--- src/rtl/imm_gen_pkg.sv ---
// imm_gen_pkg: RV32I opcodes and immediate format codes shared by decode and control
package imm_gen_pkg;
   localparam logic [6:0] OP_IMM    = 7'b0010011;
   localparam logic [6:0] OP_LOAD   = 7'b0000011;
   localparam logic [6:0] OP_JALR   = 7'b1100111;
   localparam logic [6:0] OP_STORE  = 7'b0100011;
   localparam logic [6:0] OP_BRANCH = 7'b1100011;
   localparam logic [6:0] OP_LUI    = 7'b0110111;
   localparam logic [6:0] OP_AUIPC  = 7'b0010111;
   localparam logic [6:0] OP_JAL    = 7'b1101111;
   localparam logic [6:0] OP_REG    = 7'b0110011;
   localparam logic [2:0] FMT_R = 3'd0;
   localparam logic [2:0] FMT_I = 3'd1;
   localparam logic [2:0] FMT_S = 3'd2;
   localparam logic [2:0] FMT_B = 3'd3;
   localparam logic [2:0] FMT_U = 3'd4;
   localparam logic [2:0] FMT_J = 3'd5;
endpackage

--- src/rtl/imm_decode.sv ---
// imm_decode: combinational RV32I format classification and sign-extended immediate
module imm_decode
   import imm_gen_pkg::*;
#(
   parameter int XLEN = 32
) (
   input  logic [31:0]     instr,
   output logic [XLEN-1:0] imm,
   output logic [2:0]      fmt,
   output logic            unk
);
   logic [6:0]  op;
   logic        is_i, is_s, is_b, is_u, is_j, is_r;
   logic [31:0] i32;
   assign op = instr[6:0];
   // classify the opcode, assemble the 32-bit immediate, then sign-extend from bit 31
   always_comb begin
      is_i = op == OP_IMM || op == OP_LOAD || op == OP_JALR;
      is_s = op == OP_STORE;
      is_b = op == OP_BRANCH;
      is_u = op == OP_LUI || op == OP_AUIPC;
      is_j = op == OP_JAL;
      is_r = op == OP_REG;
      i32 = is_i ? {{20{instr[31]}}, instr[31:20]} :
            is_s ? {{20{instr[31]}}, instr[31:25], instr[11:7]} :
            is_b ? {{19{instr[31]}}, instr[31], instr[7], instr[30:25], instr[11:8], 1'b0} :
            is_u ? {instr[31:12], 12'b0} :
            is_j ? {{11{instr[31]}}, instr[31], instr[19:12], instr[20], instr[30:21], 1'b0} :
            32'd0;
      fmt = is_i ? FMT_I : is_s ? FMT_S : is_b ? FMT_B : is_u ? FMT_U : is_j ? FMT_J : FMT_R;
      unk = !(is_i || is_s || is_b || is_u || is_j || is_r);
      imm = XLEN'($signed(i32));
   end
endmodule

--- src/rtl/imm_gen_pipe.sv ---
// imm_gen_pipe: registered immediate generator with valid/ready, 2-entry skid and flush
module imm_gen_pipe
   import imm_gen_pkg::*;
#(
   parameter int XLEN  = 32,
   parameter int TAG_W = 5
) (
   input  logic             clk_i,
   input  logic             rst_i,
   input  logic             flush_i,
   input  logic             in_valid_i,
   output logic             in_ready_o,
   input  logic [31:0]      instr_i,
   input  logic [TAG_W-1:0] tag_i,
   output logic             out_valid_o,
   input  logic             out_ready_i,
   output logic [XLEN-1:0]  imm_o,
   output logic [2:0]       fmt_o,
   output logic             unk_o,
   output logic [TAG_W-1:0] tag_o
);
   localparam int EW = XLEN + 4 + TAG_W;
   logic [XLEN-1:0] d_imm;
   logic [2:0]      d_fmt;
   logic            d_unk;
   logic [EW-1:0]   dec_e, out_e, skd_e;
   logic            out_v, skd_v, rdy;
   logic            acc, drain, ld_dec, ld_skd, mv_skd, out_v_n, skd_v_n;
   imm_decode #(.XLEN(XLEN)) u_dec (
      .instr(instr_i),
      .imm  (d_imm),
      .fmt  (d_fmt),
      .unk  (d_unk)
   );
   assign dec_e = {d_imm, d_fmt, d_unk, tag_i};
   assign {imm_o, fmt_o, unk_o, tag_o} = out_e;
   assign out_valid_o = out_v;
   assign in_ready_o = rdy;
   assign acc = in_valid_i && rdy;
   assign drain = out_v && out_ready_i;
   // route the accepted entry to output or skid; flush overrides everything
   always_comb begin
      ld_dec  = !flush_i && acc && (!out_v || drain);
      ld_skd  = !flush_i && acc && out_v && !drain;
      mv_skd  = !flush_i && skd_v && drain;
      out_v_n = flush_i ? 1'b0 : (ld_dec || mv_skd) ? 1'b1 : drain ? 1'b0 : out_v;
      skd_v_n = flush_i ? 1'b0 : ld_skd ? 1'b1 : mv_skd ? 1'b0 : skd_v;
   end
   // state and data registers; ready is registered as the inverse of next skid occupancy
   always_ff @(posedge clk_i or negedge rst_i) begin
      if (!rst_i) begin
         out_v <= 1'b0;
         skd_v <= 1'b0;
         rdy   <= 1'b1;
         out_e <= '0;
         skd_e <= '0;
      end else begin
         out_v <= out_v_n;
         skd_v <= skd_v_n;
         rdy   <= !skd_v_n;
         if (ld_dec) out_e <= dec_e;
         else if (mv_skd) out_e <= skd_e;
         if (ld_skd) skd_e <= dec_e;
      end
   end
endmodule

--- config.mk ---
export PLATFORM = sky130hd
export DESIGN_NAME = imm_gen_pipe
export DESIGN_NICKNAME = d
export VERILOG_FILES = /design/src/rtl/imm_gen_pkg.sv /design/src/rtl/imm_decode.sv /design/src/rtl/imm_gen_pipe.sv
export SDC_FILE = /design/constraint.sdc
export NUM_CORES = 1
export LEC_CHECK = 0
export BUFFER_PORTS_ARGS = -buffer_cell sky130_fd_sc_hd__buf_4
export CORE_ASPECT_RATIO = 1.5
export CORE_MARGIN = 2
export CORE_UTILIZATION = 58
export DETAILED_ROUTE_END_ITERATION = 10
export PLACE_DENSITY = 0.82
export SETUP_SLACK_MARGIN = 0.2
export SLEW_MARGIN = 40
export SYNTH_ARGS = -nofsm -noshare
export SYNTH_HDL_FRONTEND = slang
export SYNTH_SLANG_ARGS = --single-unit
--- constraint.sdc ---
create_clock -name clk_i -period 3 [get_ports clk_i]
set_input_delay 0.6 -clock clk_i [delete_from_list [all_inputs] [get_ports clk_i]]
set_output_delay 0.6 -clock clk_i [all_outputs]
set_load 0.01 [all_outputs]
# Yosys cells after proc, flatten, opt, wreduce, memory -nomap -nowiden
# Index checks and enable logic that the tools add are counted.
# op_classes
n_reduce_logical	25
multipliers	0
bitwise	0
shifts	0
muxes	18
n_div	0
n_lt_le_gt_ge	0
n_eq_ne	9
add_sub_neg	0
# op_table
operator	count
2-to-1 mux 32 bit	5
2-to-1 mux 41 bit	2
== test 7 x 6 -> 1 bit (second input constant)	3
== test 7 bit (second input constant)	3
2-to-1 mux 3 bit	5
== test 7 x 5 -> 1 bit (second input constant)	2
logical OR 1 bit	10
logical AND 1 bit	8
== test 7 x 2 -> 1 bit (second input constant)	1
2-to-1 mux 1 bit	6
logical NOT 1 bit	5
nonzero test 3 bit	1
nonzero test 2 bit	1
# totals
in_bits	42
latch_bits	0
ram_bits	0
ff_bits	85
wordCells	57
memories	0
output_inout_bits	43
romBits	0

# Longest topological paths before layout
# depth
depth_word	10
mapped_depth	7

# Hierarchy
# A second synthesis with hierarchy kept.
# unflattened
cells_unflattened	303
hier_area_um2	4406.7
# by_module_without_submodules
mod	area_per_inst_um2	cells_each	seq_area_each_um2	n_inst
imm_gen_pipe	3900.0	230	2128.3	1
imm_decode	506.7	73	0.0	1

# Worst setup path before layout
# Ideal clock, no wire load.
# synth_path
path_type	input-to-reg
from	input instr_i[2]
to	register skd_e[33]
setup_slack_ps	1210
t_required_ps	2905
path_buffers	1
path_stages	6
arrival_ps	1694
setup_ps	95
path_cell_list	buf_6 nor2_2 or4b_4 nand2_2 a221oi_2 o31ai_1
# synth_between
elab_chain_len	6
# synth_rtl
item	line	source
start, declared	imm_gen_pipe.sv:13	input logic [31:0] instr_i,
== test 7 bit (tied with other cells)	imm_decode.sv:22	is_j = op == OP_JAL;
2-to-1 mux 32 bit or logical OR 1 bit (tied branches)	imm_decode.sv:28, imm_decode.sv:21	
2-to-1 mux 32 bit	imm_decode.sv:27	is_u ? {instr[31:12], 12'b0} :
2-to-1 mux 32 bit	imm_decode.sv:26	is_b ? {{19{instr[31]}}, instr[31], instr[7], instr[30:25], instr[11:8], 1'b0} :
2-to-1 mux 32 bit	imm_decode.sv:25	is_s ? {{20{instr[31]}}, instr[31:25], instr[11:7]} :
2-to-1 mux 32 bit *	imm_decode.sv:24	i32 = is_i ? {{20{instr[31]}}, instr[31:20]} :
end signal, assigned	imm_gen_pipe.sv:56	skd_e <= '0;
end signal, assigned	imm_gen_pipe.sv:63	if (ld_skd) skd_e <= dec_e;
end, declared	imm_gen_pipe.sv:26	logic [EW-1:0] dec_e, out_e, skd_e;
# Every way passes the cells marked *; elsewhere a longest branch is shown, timed or not.
# A chain may end at the register's enable or synchronous reset.

# Worst setup path after layout
# layout_path
from	register rdy, in the netlist in_ready_o
to	register out_e[25]
# layout_between
elab_chain_len	4
# layout_rtl
item	line	source
start, declared	imm_gen_pipe.sv:27	logic out_v, skd_v, rdy;
start signal, assigned	imm_gen_pipe.sv:60	rdy <= !skd_v_n;
logical AND 1 bit *	imm_gen_pipe.sv:39	assign acc = in_valid_i && rdy;
logical AND 1 bit * (2 in a row)	imm_gen_pipe.sv:43	ld_dec = !flush_i && acc && (!out_v || drain);
2-to-1 mux 41 bit or nonzero test 2 bit (tied branches)	n/a	
end signal, assigned	imm_gen_pipe.sv:62	else if (mv_skd) out_e <= skd_e;
end, declared	imm_gen_pipe.sv:26	
# Marked as above.

==> run_results.csv <==
group,metric,value,unit
synth,syn_nets,475,
sta,drv_slew,0,
route,vias,3490,
worst_setup_path,worstSetupStartpointType,"register",
clocking,cts.htree.levels,3,
global_route,antenna_found_initial,0,
synth,synth.cell_area,0.00391,mm^2
synth,ys_top_cells_by_area,"dfrtp_1, nand2_1, a21oi_1",
route,dr.pass1.iters,5,
clocking,hold_buffers,0,
worst_setup_path,critPathCaptureType,"register",
sta,hold_violations,0,
placed_design,gp_congestion,0.850,
clocking,cts-root-buf,"clkbuf_8",
floorplan,start_util,0.598,
placed_design,postPlaceCellArea,0.00456,mm^2
sta,timing.hold.ws,247,ps
sta,setup_viol,0,
clocking,clock_path_buffers,2,
synth,async_flop_share,1.00,
clocking,cts_resized,0,
global_route,grt_pass1_wl,16.1,mm
route,routed_wl,9.86,mm
route,wl_per_cell,16.7,um
sta,rsz0062_at_grt,"false",
final_layout,area_growth,21.2,%
sta,slew_headroom,0.567,
final_layout,layout-drive-gt1-share,0.242,
clocking,clk_pin_slew,80,ps
global_route,grt_pass1_vias,3449,
global_route,grtUsageTotal,0.274,
synth,postSynthAreaPerCell,9.02,um^2
route,ant_nets,0,
synth,synthCells,433,
pwr,cellPowerDensity,576,mW/mm^2
synth,synth_flop_cell,"dfrtp_1",
sta,finalClockSkew,7.70,ps
final_layout,final_area,0.00474,mm^2
final_layout,final_nets,550,
floorplan,die_w,71.0,um
clocking,numClockSinks,85,
synth,synth_top_area_cell,"dfrtp_1",
worst_setup_path,cp_max_fo,31,
hold_path,hp-class,"in -> async",
synth,ys_warn_count,0,
placed_design,port_buffers,84,
floorplan,die_y,105,um
synth,synth.top_cells.by_count,"nand2_1, dfrtp_1, a21oi_1, nor2_1, a32oi_1",
clocking,cts_tree,"yes",
route,remaining_drc_errors,0,
sta,post-route-period-util,0.713,
clocking,insertion_delay,360,ps
synth,synth_edf_count,0,
clocking,postCtsSetupBuffers,0,
placed_design,dpl.hpwl,6.77,mm
floorplan,num_rows,36,
worst_setup_path,critPathKind,"reg -> reg",
route,via_per_inst,5.93,
synth,yosysUniqueCellTypes,44,
synth,ys_seq_area_frac,0.545,
floorplan,boundaryPins,85,
floorplan,die_area,0.00742,mm^2
sta,max_clock_freq,467,MHz
sta,totalNegativeSetupSlack,0,ps
final_layout,fillers,505,
synth,synth_most_common_cell,"nand2_1",
sta,layout_min_cycle_time,2140,ps
synth,synth-seq-cells,85,
global_route,grt_max_degree,50,
pwr,ir_worst_vdd,405,uV
global_route,grt-ovfl-total,0,
worst_setup_path,cp.required,3200,ps
final_layout,n_antenna_cell,0,
sta,tightestPinTransition,650,ps
flow_run,drv_cap,0,
worst_setup_path,arrival,2340,ps
clocking,cts_made_buffers,9,
outcome,outcome,"completed",
floorplan,core,0.00653,mm^2
synth,synth_top_area_share,0.538,
pwr,p_leak,2.26,nW
route,dr.first_iter.drc_count,281,
pwr,finalPower,2.73,mW
-- layer usage --
metal  global-route usage  share of wire  up-vias  wire length (um)
met5                    0              0        -                 0
met4                0.108          0.022        0               221
met3               0.0562          0.056       18               552
met2                0.447           0.51      134              5050
met1                0.357           0.41     1692              4040
li1                     -              -     1646                 -
-- critical path, cell delays in order, from the launching register on --
cell and delay (ps):
dfstp_2 550, nand2_1 90, or3_2 770, a21oi_2 460
a32oi_1 100
-- where the power goes --
| part | total [mW] | switching, mW | internal [mW] |
|---|---|---|---|
| Sequential | 1.44 | 0.105 | 1.33 |
| Combinational | 0.554 | 0.282 | 0.273 |
| Clock | 0.738 | 0.396 | 0.342 |
| Total | 2.73 | 0.782 | 1.95 |
-- placed cells by master, fill, tap and decap left out, types with 2 or more instances in the layout --
cell,count
buf_4,94
clkinv_2,3
and3_1,9
a21oi_1,36
nor3b_1,2
o21ai_0,7
clkbuf_8,11
dfrtp_1,84
nor2_1,28
nand3_1,9
a31oi_1,14
a22oi_1,5
inv_1,4
a32oi_1,19
a21oi_2,3
o31ai_1,4
nor2b_1,4
nand2_1,141
nor3_1,3
o21ai_1,4
a21o_1,3
or3_1,2
-- sequential cells by signal, indices dropped and copies added, names as in the netlist --
| register | count |
|---|---|
| skd_e | 41 |
| out_valid_o | 1 |
| skd_v | 1 |
| out_e | 41 |
| in_ready_o | 1 |
-- metrics by stage --
stage,instances,utilization,setup slack [ps]
after detailed placement,573,0.698,675
after floorplan,433,-,1210
after global placement,573,0.698,718
final,589,0.725,860
after global routing,589,0.725,750
after CTS,589,0.725,846
-- final cells by class --
cell class | instances | area [um^2] | area share
tap | 76 | 95.1 | 0.0201
clock buffer | 12 | 155 | 0.0328
multi-input combinational | 314 | 1610 | 0.341
sequential | 85 | 2130 | 0.449
timing repair buffer | 94 | 706 | 0.149
inverter | 4 | 15.0 | 0.00317
clock inverter | 4 | 22.5 | 0.00476
-- cell families (layout without fill, tap and decap cells) --
kind of cell,count (synthesis),in the layout,share of synthesized area
and+or+nand+nor,211,211,0.232
AOI/OAI and AO/OA,102,102,0.177
DFF,85,85,0.545
buffers and inverters,34,114,0.0439
muxes,1,1,0.00288
-- final timing paths --
path | startpoint | endpoint | slack, ps | cells after the start
setup reg to reg | in_ready_o | out_e[25] | 860 | 4
hold / removal | rst_i | out_e[26] | 250 | 1
min in group clk_i | tag_i[3] | skd_e[3] | 440 | 3
hold reg to reg | skd_e[4] | skd_e[4] | 480 | 2
max in group asynchronous | rst_i | in_ready_o | 2000 | 2
setup / recovery | in_ready_o | out_e[25] | 860 | 4
Power figures use the tool's default switching activity.
